<file path="src/rtl/accum_ofs_expander_pkg.sv">
// TauCfg: shared configuration for the tau datapath.
// Supplies the work word width, the number of offset dimensions and the
// state type of the accumulation-offset expander.
package TauCfg;

    localparam int WORK_BW = 16;
    localparam int DIM     = 2;

    // Expander states: waiting for a token, or walking a tile.
    typedef enum logic {
        ACC_IDLE = 1'b0,
        ACC_BUSY = 1'b1
    } AccumExpState;

endpackage

</file>
<file path="src/rtl/accum_ofs_expander_step.sv">
// NdOfsStep: one step of an N-dimensional offset counter.
// Given the current offset and the inclusive [aofs, alast] box, produces
// the next offset (innermost dimension DIM-1 counts fastest) and flags
// whether the current offset is the final one of the box. A dimension
// with aofs > alast counts as a single element because the compare is >=.
// Purely combinational so it can be reused by other address paths.
module NdOfsStep #(
    parameter int WBW = TauCfg::WORK_BW,
    parameter int DIM = TauCfg::DIM
) (
    input  logic [WBW-1:0] cur   [DIM],
    input  logic [WBW-1:0] aofs  [DIM],
    input  logic [WBW-1:0] alast [DIM],
    output logic [WBW-1:0] nxt   [DIM],
    output logic           islast
);

    logic carry;

    // Ripple the carry from the innermost dimension outwards; a dimension
    // at (or past) its last value reloads its start and passes the carry on.
    always_comb begin
        carry  = 1'b1;
        islast = 1'b1;
        for (int i = DIM - 1; i >= 0; i--) begin
            nxt[i] = cur[i];
            if (cur[i] < alast[i]) begin
                islast = 1'b0;
                if (carry) begin
                    nxt[i] = cur[i] + WBW'(1);
                    carry  = 1'b0;
                end
            end else if (carry) begin
                nxt[i] = aofs[i];
            end
        end
    end

endmodule

</file>
<file path="src/rtl/accum_ofs_expander.sv">
// accum_ofs_expander: receives one {bofs, aofs, alast} token per
// accumulation tile and emits every offset from aofs to alast inclusive,
// one per ofs handshake, with a last flag and a tile-done pulse.
//
// Build option: define ACCUM_EXPAND_PREFETCH_EN to add a one-entry token
// holding register so the next tile starts with no bubble cycle.
//
// Handshake (both ports): rdy is the valid side, ack the accept side; a
// transfer happens in every cycle where both are high. abofs_ack is
// combinational from abofs_rdy; ofs_ack may only be raised while ofs_rdy.
// All outputs read 0 while i_rst is high.
module accum_ofs_expander
    import TauCfg::*;
#(
    parameter int WBW = TauCfg::WORK_BW,
    parameter int DIM = TauCfg::DIM
) (
    input  logic               i_clk,
    input  logic               i_rst,
    input  logic               abofs_rdy,
    output logic               abofs_ack,
    input  logic [WBW-1:0]     i_bofs  [DIM],
    input  logic [WBW-1:0]     i_aofs  [DIM],
    input  logic [WBW-1:0]     i_alast [DIM],
    output logic               ofs_rdy,
    input  logic               ofs_ack,
    output logic [WBW-1:0]     o_bofs  [DIM],
    output logic [WBW-1:0]     o_aofs  [DIM],
    output logic               o_islast,
    output logic               tokdone_dval,
    output AccumExpState       dbg_state
);

    AccumExpState   state;
    logic [WBW-1:0] cur_q   [DIM];
    logic [WBW-1:0] aofs_q  [DIM];
    logic [WBW-1:0] alast_q [DIM];
    logic [WBW-1:0] bofs_q  [DIM];
    logic           islast_q;

`ifdef ACCUM_EXPAND_PREFETCH_EN
    logic           hold_full;
    logic [WBW-1:0] hold_bofs  [DIM];
    logic [WBW-1:0] hold_aofs  [DIM];
    logic [WBW-1:0] hold_alast [DIM];
`endif

    logic [WBW-1:0] step_nxt [DIM];
    logic           step_islast;

    logic           busy;
    logic           advance;
    logic           tile_end;
    logic           load_in;
    logic           load_hold;
    logic           hold_store;

    AccumExpState   nxt_state;
    logic [WBW-1:0] nxt_cur   [DIM];
    logic [WBW-1:0] nxt_aofs  [DIM];
    logic [WBW-1:0] nxt_alast [DIM];
    logic [WBW-1:0] nxt_bofs  [DIM];
    logic           nxt_islast;

    NdOfsStep #(
        .WBW (WBW),
        .DIM (DIM)
    ) u_step (
        .cur    (cur_q),
        .aofs   (aofs_q),
        .alast  (alast_q),
        .nxt    (step_nxt),
        .islast (step_islast)
    );

    // Handshake decode: token acceptance, offset step and tile completion.
    always_comb begin
        busy    = (state == ACC_BUSY);
`ifdef ACCUM_EXPAND_PREFETCH_EN
        abofs_ack = abofs_rdy && !hold_full && !i_rst;
`else
        abofs_ack = abofs_rdy && !busy && !i_rst;
`endif
        ofs_rdy  = busy && !i_rst;
        advance  = ofs_rdy && ofs_ack && !step_islast;
        tile_end = ofs_rdy && ofs_ack && step_islast;
`ifdef ACCUM_EXPAND_PREFETCH_EN
        // An accepted token goes straight into the counter when the block is
        // idle or the current tile ends this cycle; otherwise it is parked.
        load_hold  = tile_end && hold_full;
        load_in    = abofs_ack && (!busy || tile_end);
        hold_store = abofs_ack && busy && !tile_end;
`else
        load_hold  = 1'b0;
        load_in    = abofs_ack;
        hold_store = 1'b0;
`endif
    end

    // Next counter, latch and state values, plus the last flag of the new offset.
    always_comb begin
        nxt_state = state;
        nxt_cur   = cur_q;
        nxt_aofs  = aofs_q;
        nxt_alast = alast_q;
        nxt_bofs  = bofs_q;
        if (advance) begin
            nxt_cur = step_nxt;
        end
        if (tile_end) begin
            nxt_state = ACC_IDLE;
        end
`ifdef ACCUM_EXPAND_PREFETCH_EN
        if (load_hold) begin
            nxt_cur   = hold_aofs;
            nxt_aofs  = hold_aofs;
            nxt_alast = hold_alast;
            nxt_bofs  = hold_bofs;
            nxt_state = ACC_BUSY;
        end
`endif
        if (load_in) begin
            nxt_cur   = i_aofs;
            nxt_aofs  = i_aofs;
            nxt_alast = i_alast;
            nxt_bofs  = i_bofs;
            nxt_state = ACC_BUSY;
        end
        nxt_islast = 1'b1;
        for (int i = 0; i < DIM; i++) begin
            if (nxt_cur[i] < nxt_alast[i]) begin
                nxt_islast = 1'b0;
            end
        end
    end

    // IDLE/BUSY state machine with its registered offset, latches and last flag.
    always_ff @(posedge i_clk) begin
        if (i_rst) begin
            state    <= ACC_IDLE;
            cur_q    <= '{default: '0};
            aofs_q   <= '{default: '0};
            alast_q  <= '{default: '0};
            bofs_q   <= '{default: '0};
            islast_q <= 1'b0;
`ifdef ACCUM_EXPAND_PREFETCH_EN
            hold_full  <= 1'b0;
            hold_bofs  <= '{default: '0};
            hold_aofs  <= '{default: '0};
            hold_alast <= '{default: '0};
`endif
        end else begin
            state    <= nxt_state;
            cur_q    <= nxt_cur;
            aofs_q   <= nxt_aofs;
            alast_q  <= nxt_alast;
            bofs_q   <= nxt_bofs;
            islast_q <= nxt_islast;
`ifdef ACCUM_EXPAND_PREFETCH_EN
            if (hold_store) begin
                hold_full  <= 1'b1;
                hold_bofs  <= i_bofs;
                hold_aofs  <= i_aofs;
                hold_alast <= i_alast;
            end else if (load_hold) begin
                hold_full <= 1'b0;
            end
`endif
        end
    end

    // Output drive; forced to zero during the reset cycle itself.
    always_comb begin
        for (int i = 0; i < DIM; i++) begin
            o_bofs[i] = i_rst ? '0 : bofs_q[i];
            o_aofs[i] = i_rst ? '0 : cur_q[i];
        end
        o_islast     = islast_q && !i_rst;
        tokdone_dval = ofs_rdy && ofs_ack && islast_q;
        dbg_state    = i_rst ? ACC_IDLE : state;
    end

endmodule

</file>
<file path="config.mk">
export PLATFORM = sky130hd
export DESIGN_NAME = accum_ofs_expander
export DESIGN_NICKNAME = d
export VERILOG_FILES = /design/src/rtl/accum_ofs_expander_pkg.sv /design/src/rtl/accum_ofs_expander_step.sv /design/src/rtl/accum_ofs_expander.sv
export SDC_FILE = /design/constraint.sdc
export NUM_CORES = 1
export LEC_CHECK = 0
export CAP_MARGIN = 5
export CORE_ASPECT_RATIO = 0.6
export CORE_MARGIN = 1
export CORE_UTILIZATION = 47
export CTS_BUF_LIST = sky130_fd_sc_hd__clkbuf_8 sky130_fd_sc_hd__clkbuf_16
export CTS_CLUSTER_DIAMETER = 50
export DETAILED_ROUTE_END_ITERATION = 12
export PLACE_DENSITY = 0.78
export SLEW_MARGIN = 5
export SYNTH_ARGS = -nofsm -noshare
export SYNTH_HDL_FRONTEND = slang
export SYNTH_HIERARCHICAL = 1
export SYNTH_SLANG_ARGS = --single-unit
</file>
<file path="constraint.sdc">
create_clock -name i_clk -period 3.8 [get_ports i_clk]
set_input_delay 0.76 -clock i_clk [delete_from_list [all_inputs] [get_ports i_clk]]
set_output_delay 0.76 -clock i_clk [all_outputs]
set_load 0.005 [all_outputs]
</file>
==> results.yml, run 1 <==
synthesis:
  synth_seq_cells: 130
  synth.top_cells.by_area: "dfxtp_1 33%, ha_1 9.8%, mux2i_1 9.1%"
  yosys_warnings: 6
  ys.flop_type: "dfxtp_1"
  post-synth-top-count-cell: "nand2_1"
  syn-num-nets: 1096
  synth_commonest_cells: "131 x nand2_1, 130 x dfxtp_1, 72 x mux2i_1"
  synth_edf_count: 0
  avgSynthCellArea_um2: 8.50
  syn-instance-count: 934
  ys_types: 64
  yosysSeqAreaShare: 0.328
  synth_top_cell_by_area: "dfxtp_1"
  async_flop_share: 0
  synthesis.area_um2: 7940
  synthDominantCellAreaShare: 0.328
clock_network:
  clkTransAtPathRegs_ns: 0.06
  clockBufferDepth: 2
  htree_levels: 4
  cts_tree: "yes"
  cts_sinks: 130
  cts-buffers-inserted: 17
  root_buffer: "clkbuf_16"
  clkLatencyLatePin_ns: 0.42
detailed_routing:
  wl_per_cell_um: 18.2
  drcViolationCount: 0
  via_count: 7695
  drtPass1Iterations: 5
  vias_per_cell: 5.53
  ant_nets: 0
  routed_wl_um: 25300
  drt-initial-drc-count: 741
final_layout:
  final_nets: 1313
  drive_above_1_share: 0.176
  antennaDiodeCount: 0
  stdcell_count: 1391
  multiInputGateArea_um2: 5080
  area_growth_pct: 40.8
  ff_latch_area_um2: 2610
  fillers: 1259
timing:
  fin_skew_ns: 0.0107
  relSlewSlack: 0.537
  post-route-period-util: 1.05
  worst_pin_slew_ns: 0.695
  rsz0062_at_grt: "true"
  slew_violations: 0
  period_minus_slack_ns: 3.98
  hold_violations: 0
  finalSetupViolCount: 1
  fin_setup_tns_ns: -0.176
  fin_ws_ns: -0.176
  timing.fmax_mhz: 252
global_route:
  grt_max_degree: 68
  grtUsageTotal: 0.286
  grt_pass1_wl_um: 38400
  antenna_found_initial: 0
  grt_pass1_vias: 7064
  grt-ovfl-total: 0
place:
  dp_hpwl_um: 17500
  portBuffers: 168
  gp_congestion: 0.906
  dp_cells: 1344
die:
  core-area_um2: 16400
  io_pins: 169
  initial_core_util: 0.486
  die_w_um: 170
  core.rowCount: 36
  dieArea_um2: 17400
  dieHeight_um: 103
setup_path:
  slowest_stage: "and4bb_4"
  worstPathRequired_ns: 4.16
  crit_top_cell: "nand4_1"
  worst-setup-path-type: "register to register"
  cp-end-kind: "register"
  critPathMaxFanout: 7
  cp.arrival_ns: 4.34
  start_kind: "register"
  crit_family: "simple AND/OR/NAND/NOR gates"
  cpPeakStageDelay_ns: 0.37
  critPathBufInv: 2
  path_cells: "inv_2, ha_4, and4_4, a221oi_4, a211oi_2, or2_1, and2_4, and4bb_4, buf_12, mux2i_1, o21ai_0, ha_1, nand4_1, nor3_2, nand4_1, a311oi_2, o22a_1"
power:
  p_leak_nw: 4.44
  power-per-cell-area_nw_per_um2: 438
  ir_drop_mv: 0.313
hold_path:
  hp-class: "register to register"
job:
  cap_violations: 0
outcome:
  outcome: "finished, violations left"
  violations: "setup timing"
==> logic make-up after synthesis <==
logic type | count (synthesis) | share of synthesized area
xor gates and xnor gates | 14 | 0.0154
DFF | 130 | 0.328
and+or+nand+nor | 335 | 0.210
adders and majority gates | 62 | 0.0977
buffers and inverters | 103 | 0.0588
muxes | 112 | 0.150
AOI/OAI and AO/OA | 178 | 0.140
==> metrics by stage <==
stage                util  power (W)  cell area, um^2  hold WS [ns]  worst slack [ns]
CTS                 0.678    0.00483            11100         0.457           -0.0778
global route        0.684    0.00511            11200         0.476            -0.289
floorplan               -    0.00255             8000         0.433           -0.0598
global placement    0.628    0.00308            10300         0.439           -0.0402
detailed placement  0.628    0.00311            10300         0.449            -0.248
finish              0.684    0.00490            11200         0.457            -0.176
==> repair_timing <==
item / in CTS / in global routing
hold buffers: 0 / 0
buffers inserted: 15 / 2
pin swaps: 21 / 22
gates resized for setup: 28 / 20
endpoints found under the setup margin: 1 / 2
cloned: 1 / 0
endpoints found under the hold margin: 0 / 0
==> state kept, by name, summed over array words and instances, names as in the netlist <==
signal    cells
cur_q        32
aofs_q       32
islast_q      1
alast_q      32
busy          1
bofs_q       32
==> power by group <==
| group | internal [W] | switching (W) |
|---|---|---|
| clock network | 0.000999 | 0.000645 |
| logic | 0.000843 | 0.000893 |
| registers | 0.00147 | 0.0000519 |
| total | 0.00331 | 0.00159 |
==> worst paths after layout <==
| path | start | slack (ns) | cells after the start | endpoint |
|---|---|---|---|---|
| max | alast_q[7] | -0.18 | 17 | islast_q |
| min reg2reg | aofs_q[15] | 0.46 | 2 | aofs_q[15] |
| max reg2reg | alast_q[7] | -0.18 | 17 | islast_q |
| min | aofs_q[15] | 0.46 | 2 | aofs_q[15] |
==> cells in the final DEF (no fill, tap or decap), types with 44 or more instances in the layout <==
cell             instances
buf_4                   75
ha_1                    57
inv_1                   44
nor2_1                  45
dfxtp_1                121
nor2b_1                 66
a21oi_1                 51
clkdlybuf4s50_1        167
nand2_1                130
mux2i_1                 68
==> worst min-delay path, delay by kind of cell, from the launching register on <==
family	cells	cell delay (ns)
AO/OA/AOI/OAI	1	0.05
flip-flops	1	0.31
AND/OR/NAND/NOR	1	0.05
==> layer usage <==
layer | vias up | GRT usage | wire [um]
li1 | 3669 | - | -
met4 | 0 | 0.0755 | 350
met3 | 40 | 0.0603 | 2090
met5 | - | 0 | 0
met1 | 3609 | 0.433 | 12400
met2 | 377 | 0.404 | 10400
==> final cells by class <==
| class | instances | area share |
|---|---|---|
| Multi-Input combinational cell | 701 | 0.454 |
| Timing Repair Buffer | 254 | 0.218 |
| Inverter | 47 | 0.0158 |
| Clock inverter | 12 | 0.0121 |
| Clock buffer | 19 | 0.0405 |
| Tap cell | 228 | 0.0255 |
| Sequential cell | 130 | 0.234 |
Power figures use the tool's default switching activity.
==> run 2, diff against run 1 <==
--- a/config.mk
+++ b/config.mk
@@ -7,7 +7,7 @@
 export LEC_CHECK = 0
 export CAP_MARGIN = 5
 export CORE_ASPECT_RATIO = 0.6
-export CORE_MARGIN = 1
+export CORE_MARGIN = 2
 export CORE_UTILIZATION = 47
 export CTS_BUF_LIST = sky130_fd_sc_hd__clkbuf_8 sky130_fd_sc_hd__clkbuf_16
 export CTS_CLUSTER_DIAMETER = 50
==> run 2 against run 1 <==
  * The run still ends with setup timing left
  * Highest routed layer unchanged
  * Combinational power up 7%
  * Die area up 3.1%
  * Register-to-register slack about the same
  * Via count hardly changed
  * Routed wire length is 2.4% higher
==> results.yml, run 2 (synthesis gave the netlist of run 1 again) <==
die:
  initial_core_util: 0.484
  dieArea_um2: 18000
  dieHeight_um: 105
  io_pins: 169
  core-area_um2: 16400
  die_w_um: 172
  core.rowCount: 36
timing:
  fin_ws_ns: -0.164
  hold_violations: 0
  relSlewSlack: 0.611
  fin_skew_ns: 0.0100
  post-route-period-util: 1.04
  finalSetupViolCount: 1
  timing.fmax_mhz: 252
  worst_pin_slew_ns: 0.579
  period_minus_slack_ns: 3.96
  slew_violations: 0
  rsz0062_at_grt: "true"
global_route:
  grt-ovfl-total: 0
  grt_max_degree: 131
  grt_pass1_vias: 7186
  grt_pass1_wl_um: 38800
  grtUsageTotal: 0.277
  antenna_found_initial: 0
setup_path:
  critPathBufInv: 3
  worst-setup-path-type: "register to register"
  path_depth: 18
  cpPeakStageDelay_ns: 0.37
  critPathMaxFanout: 7
  start_kind: "register"
  r2r_cells: 18
  path_cells: "inv_2, ha_4, and4_4, a221oi_4, a211oi_2, or2_4, and2_4, and4bb_4, buf_6, buf_16, mux2i_1, o21ai_1, ha_2, o21ai_0, nand2b_1, a21oi_2, o41ai_4, o22a_1"
  slowest_stage: "and4bb_4"
  cp-end-kind: "register"
  cp.arrival_ns: 4.27
  worstPathRequired_ns: 4.10
  crit_family: "compound AO/OA/AOI/OAI gates"
place:
  dp_hpwl_um: 17500
  portBuffers: 168
  place_ws_ns: -0.336
  placed_area_um2: 10300
  gp_congestion: 0.917
  dp_cells: 1348
clock_network:
  clockBufferDepth: 2
  clkTransAtPathRegs_ns: 0.06
  cts-buffers-inserted: 17
  clkLatencyLatePin_ns: 0.42
  cts_tree: "yes"
  root_buffer: "clkbuf_16"
  cts_sinks: 130
  htree_levels: 4
power:
  p_leak_nw: 4.51
  ir_drop_mv: 0.243
  power-per-cell-area_nw_per_um2: 451
detailed_routing:
  drtPass1Iterations: 5
  ant_nets: 0
  drcViolationCount: 0
  drt-initial-drc-count: 750
  wl_per_cell_um: 18.5
  vias_per_cell: 5.51
  via_count: 7701
  routed_wl_um: 25900
final_layout:
  antennaDiodeCount: 0
  stdcell_area_um2: 11400
  drive_above_1_share: 0.187
  most-common-layout-cells: "167 x clkdlybuf4s50_1, 128 x nand2_1, 120 x dfxtp_1, 77 x buf_4, 69 x mux2i_1"
  final_nets: 1318
  stdcell_count: 1397
  layout_commonest_cell: "clkdlybuf4s50_1"
  area_growth_pct: 43.1
outcome:
  outcome: "finished, violations left"
  violations: "setup timing"
job:
  cap_violations: 0
hold_path:
  hp-class: "register to register"
  whs_path_depth: 2
[run 2: cell types whose count changed in the layout (fill, tap and decap cells not counted), moves of 2 or more]
cell,previous run,this run
buf_6,4,1
a21oi_1,51,49
buf_12,8,11
buf_4,75,77
ha_2,0,3
and2_4,3,1
a21oi_2,3,5
nand2_1,130,128
o21ai_0,39,27
o21ai_1,17,30
ha_1,57,55
[run 2: power by group]
group	total (W)	internal, W	switching, W
combinational	0.00186	0.000917	0.000948
clock	0.00173	0.00109	0.000645
sequential	0.00153	0.00147	0.0000534
[run 2: final timing paths]
check              from    endpoint  slack, ns
max          alast_q[4]    islast_q      -0.16
min          aofs_q[30]  aofs_q[30]       0.45
max reg2reg  alast_q[4]    islast_q      -0.16
min reg2reg  aofs_q[30]  aofs_q[30]       0.45
[run 2: worst min-delay path, delay by kind of cell (launching register included)]
| kind | cells | cell delay (ns) |
|---|---|---|
| AO/OA/AOI/OAI | 1 | 0.05 |
| flip-flops | 1 | 0.30 |
| AND/OR/NAND/NOR | 1 | 0.05 |
[run 2: timing repair]
item | CTS | global route
hold buffers | 0 | 0
resized for setup | 25 | 47
pin swaps | 19 | 23
buffers inserted | 8 | 8
setup endpoints to repair | 1 | 1
cloned | 1 | 1
[run 2: area by class of cell]
type | count | area (um^2)
multi-input cells | 702 | 5140
fillers | 1254 | 5030
flip-flops and latches | 130 | 2620
repair buffers | 258 | 2520
clock buffers | 20 | 467
well taps | 228 | 285
inverters | 47 | 176
clock inverters | 12 | 156
[run 2: routing by layer]
layer  global-route usage  share of wire  wire length [um]
met1                0.420           0.47             12200
met2                0.389           0.42             10800
met3               0.0712           0.10              2650
met4               0.0612          0.010               267
met5                    0              0                 0
[run 2: stage by stage]
stage	hold WS, ns	TNS [ns]	power [W]	util
global placement	0.439	-0.0659	0.00309	0.631
global route	0.470	-0.311	0.00532	0.693
detailed placement	0.448	-0.336	0.00312	0.631
finish	0.453	-0.164	0.00512	0.693
CTS	0.455	-0.0908	0.00494	0.681
floorplan	0.433	-0.0598	0.00255	-
==> run 3, diff against run 2 <==
--- a/config.mk
+++ b/config.mk
@@ -8,11 +8,11 @@
 export CAP_MARGIN = 5
 export CORE_ASPECT_RATIO = 0.6
 export CORE_MARGIN = 2
-export CORE_UTILIZATION = 47
+export CORE_UTILIZATION = 52
 export CTS_BUF_LIST = sky130_fd_sc_hd__clkbuf_8 sky130_fd_sc_hd__clkbuf_16
 export CTS_CLUSTER_DIAMETER = 50
 export DETAILED_ROUTE_END_ITERATION = 12
-export PLACE_DENSITY = 0.78
+export PLACE_DENSITY = 0.81
 export SLEW_MARGIN = 5
 export SYNTH_ARGS = -nofsm -noshare
 export SYNTH_HDL_FRONTEND = slang
==> constraint.sdc (replaced) <==
create_clock -name i_clk -period 4.2 [get_ports i_clk]
set_input_delay 0.84 -clock i_clk [delete_from_list [all_inputs] [get_ports i_clk]]
set_output_delay 0.84 -clock i_clk [all_outputs]
set_load 0.005 [all_outputs]
==> run 3 against run 2 <==
  * The run now ends clean
  * Utilization rose by 4.2 points
  * Sequential power fell by 9.8%
  * Routed wire length fell by 4.7%
  * Clock skew barely moved
  * Via count fell by 1.9%
  * Clock power barely moved
  * Largest cell class unchanged
  * Largest power group is now the clock network
  * Highest routed layer unchanged
==> results.yml, run 3 (synthesis gave the netlist of run 1 again) <==
detailed_routing:
  via_count: 7557
  routed_wl_um: 24700
  vias_per_cell: 5.69
  ant_nets: 0
  wl_per_cell_um: 18.6
  drcViolationCount: 0
  drt-initial-drc-count: 756
  drtPass1Iterations: 6
global_route:
  grt_max_degree: 83
  grt_pass1_vias: 7212
  grt-ovfl-total: 0
  grtUsageTotal: 0.302
  antenna_found_initial: 0
  grt_pass1_wl_um: 38500
timing:
  slew_violations: 0
  hold_violations: 0
  fin_setup_tns_ns: 0
  finalSetupViolCount: 0
  fin_skew_ns: 0.0100
  relSlewSlack: 0.424
  timing.fmax_mhz: 238
  post-route-period-util: 0.999
  period_minus_slack_ns: 4.20
  worst_pin_slew_ns: 0.865
clock_network:
  clockBufferDepth: 2
  clkTransAtPathRegs_ns: 0.06
  ctsHoldBuffers: 0
  cts_sinks: 130
  htree_levels: 4
  cts-buffers-inserted: 17
  clkLatencyLatePin_ns: 0.42
  root_buffer: "clkbuf_16"
  cts_tree: "yes"
hold_path:
  whs_path_depth: 2
  hold_end: "aofs_q[24]"
  hp-class: "register to register"
  worstHoldStart: "aofs_q[24]"
outcome:
  outcome: "complete, no violations"
setup_path:
  critPathMaxFanout: 8
  cp-end-kind: "register"
  slowest_stage: "and4bb_4"
  r2r_end: "islast_q"
  cp.arrival_ns: 4.55
  worstPathRequired_ns: 4.56
  crit_top_cell: "ha_1"
  start_kind: "register"
  path_cells: "inv_1, ha_1, a21oi_1, nor2_1, a211oi_1, o21ai_1, or2_1, and2_1, and4bb_4, buf_8, buf_4, mux2i_1, o21ai_0, ha_1, nand2_1, nor3_4, nand4_1, a311oi_2, o22a_1"
  worst-setup-path-type: "register to register"
  reg2reg_slack_ns: 0.004
  timing.rr.start: "alast_q[9]"
  r2r_cells: 19
  cpPeakStageDelay_ns: 0.39
  critPathBufInv: 3
  crit_family: "simple AND/OR/NAND/NOR gates"
  startpoint: "alast_q[9]"
die:
  io_pins: 169
  core-area_um2: 14700
  dieArea_um2: 16300
  dieHeight_um: 99.7
  die_w_um: 164
  initial_core_util: 0.540
  core.rowCount: 34
power:
  finalPower_w: 0.00455
  p_leak_nw: 4.27
  ir_drop_mv: 0.321
  power-per-cell-area_nw_per_um2: 421
place:
  portBuffers: 168
  gp_congestion: 0.909
  dp_hpwl_um: 17300
final_layout:
  area_growth_pct: 36.2
  final_core_util: 0.735
  layout_commonest_cell: "clkdlybuf4s50_1"
  final_nets: 1281
  antennaDiodeCount: 0
  most-common-layout-cells: "167 x clkdlybuf4s50_1, 131 x nand2_1, 130 x dfxtp_1, 69 x mux2i_1, 66 x nor2b_1"
  drive_above_1_share: 0.128
job:
  cap_violations: 0
==> run 3: cell types whose count changed in the layout (fill, tap and decap cells not counted), moves of 4 or more <==
cell	previous run	this run
a21oi_1	49	53
buf_12	11	3
buf_4	77	50
dfxtp_1	120	130
dfxtp_2	10	0
ha_1	55	60
inv_1	43	48
inv_2	4	0
o21ai_0	27	38
o21ai_1	30	20
==> run 3: layer usage <==
layer,vias to the layer above,part of all wire,GRT usage
met5,-,0,0
met4,0,0.014,0.0837
met3,39,0.098,0.0567
met2,424,0.41,0.418
met1,3499,0.48,0.471
li1,3595,-,-
==> run 3: timing repair <==
item	in CTS	in global routing
endpoints found under the setup margin	1	1
pin swaps	1	12
setup buffers	3	1
resized for setup	2	26
==> run 3: worst reg2reg max path, stage by stage, from the launching register on <==
cell,delay [ns]
dfxtp_1,0.32
inv_1,0.05
ha_1,0.28
a21oi_1,0.15
nor2_1,0.08
a211oi_1,0.38
o21ai_1,0.14
or2_1,0.28
and2_1,0.17
and4bb_4,0.39
buf_8,0.16
buf_4,0.14
mux2i_1,0.17
o21ai_0,0.12
ha_1,0.31
nand2_1,0.09
nor3_4,0.24
nand4_1,0.15
a311oi_2,0.35
o22a_1,0.18
==> run 3: how the worst max path moves through the flow <==
stage / depth (start not counted) / endpoint / slack (ns)
floorplan: 19 / islast_q / 0.14
global placement: 17 / islast_q / -0.12
detailed placement: 17 / islast_q / -0.39
CTS: 17 / islast_q / 0.05
global route: 18 / islast_q / -0.14
finish: 19 / islast_q / 0.004
==> run 3: per-stage QoR <==
stage / hold slack (ns) / worst slack [ns] / std cells / area (um^2)
2_1_floorplan: 0.433 / 0.136 / 934 / 7940
3_3_place_gp: 0.439 / -0.125 / 1294 / 10000
3_5_place_dp: 0.443 / -0.387 / 1294 / 10000
4_1_cts: 0.455 / 0.0450 / 1328 / 10700
5_1_grt: 0.469 / -0.141 / 1329 / 10800
6_report: 0.454 / 0.00418 / 1329 / 10800
==> run 3: layout make-up <==
cell class / count / area, um^2
Tap cell: 198 / 248
Multi-Input combinational cell: 701 / 4980
Timing Repair Buffer: 222 / 2130
Clock inverter: 13 / 234
Sequential cell: 130 / 2600
Clock buffer: 18 / 439
Fill cell: 1114 / 3910
Inverter: 47 / 176
==> run 3: power by group <==
group	switching [W]	leakage, nW	internal (W)	total [W]
registers	0.0000493	1.07	0.00133	0.00138
clock network	0.000592	0.324	0.00113	0.00172
logic	0.000778	2.88	0.000675	0.00145
total	0.00142	4.27	0.00313	0.00455
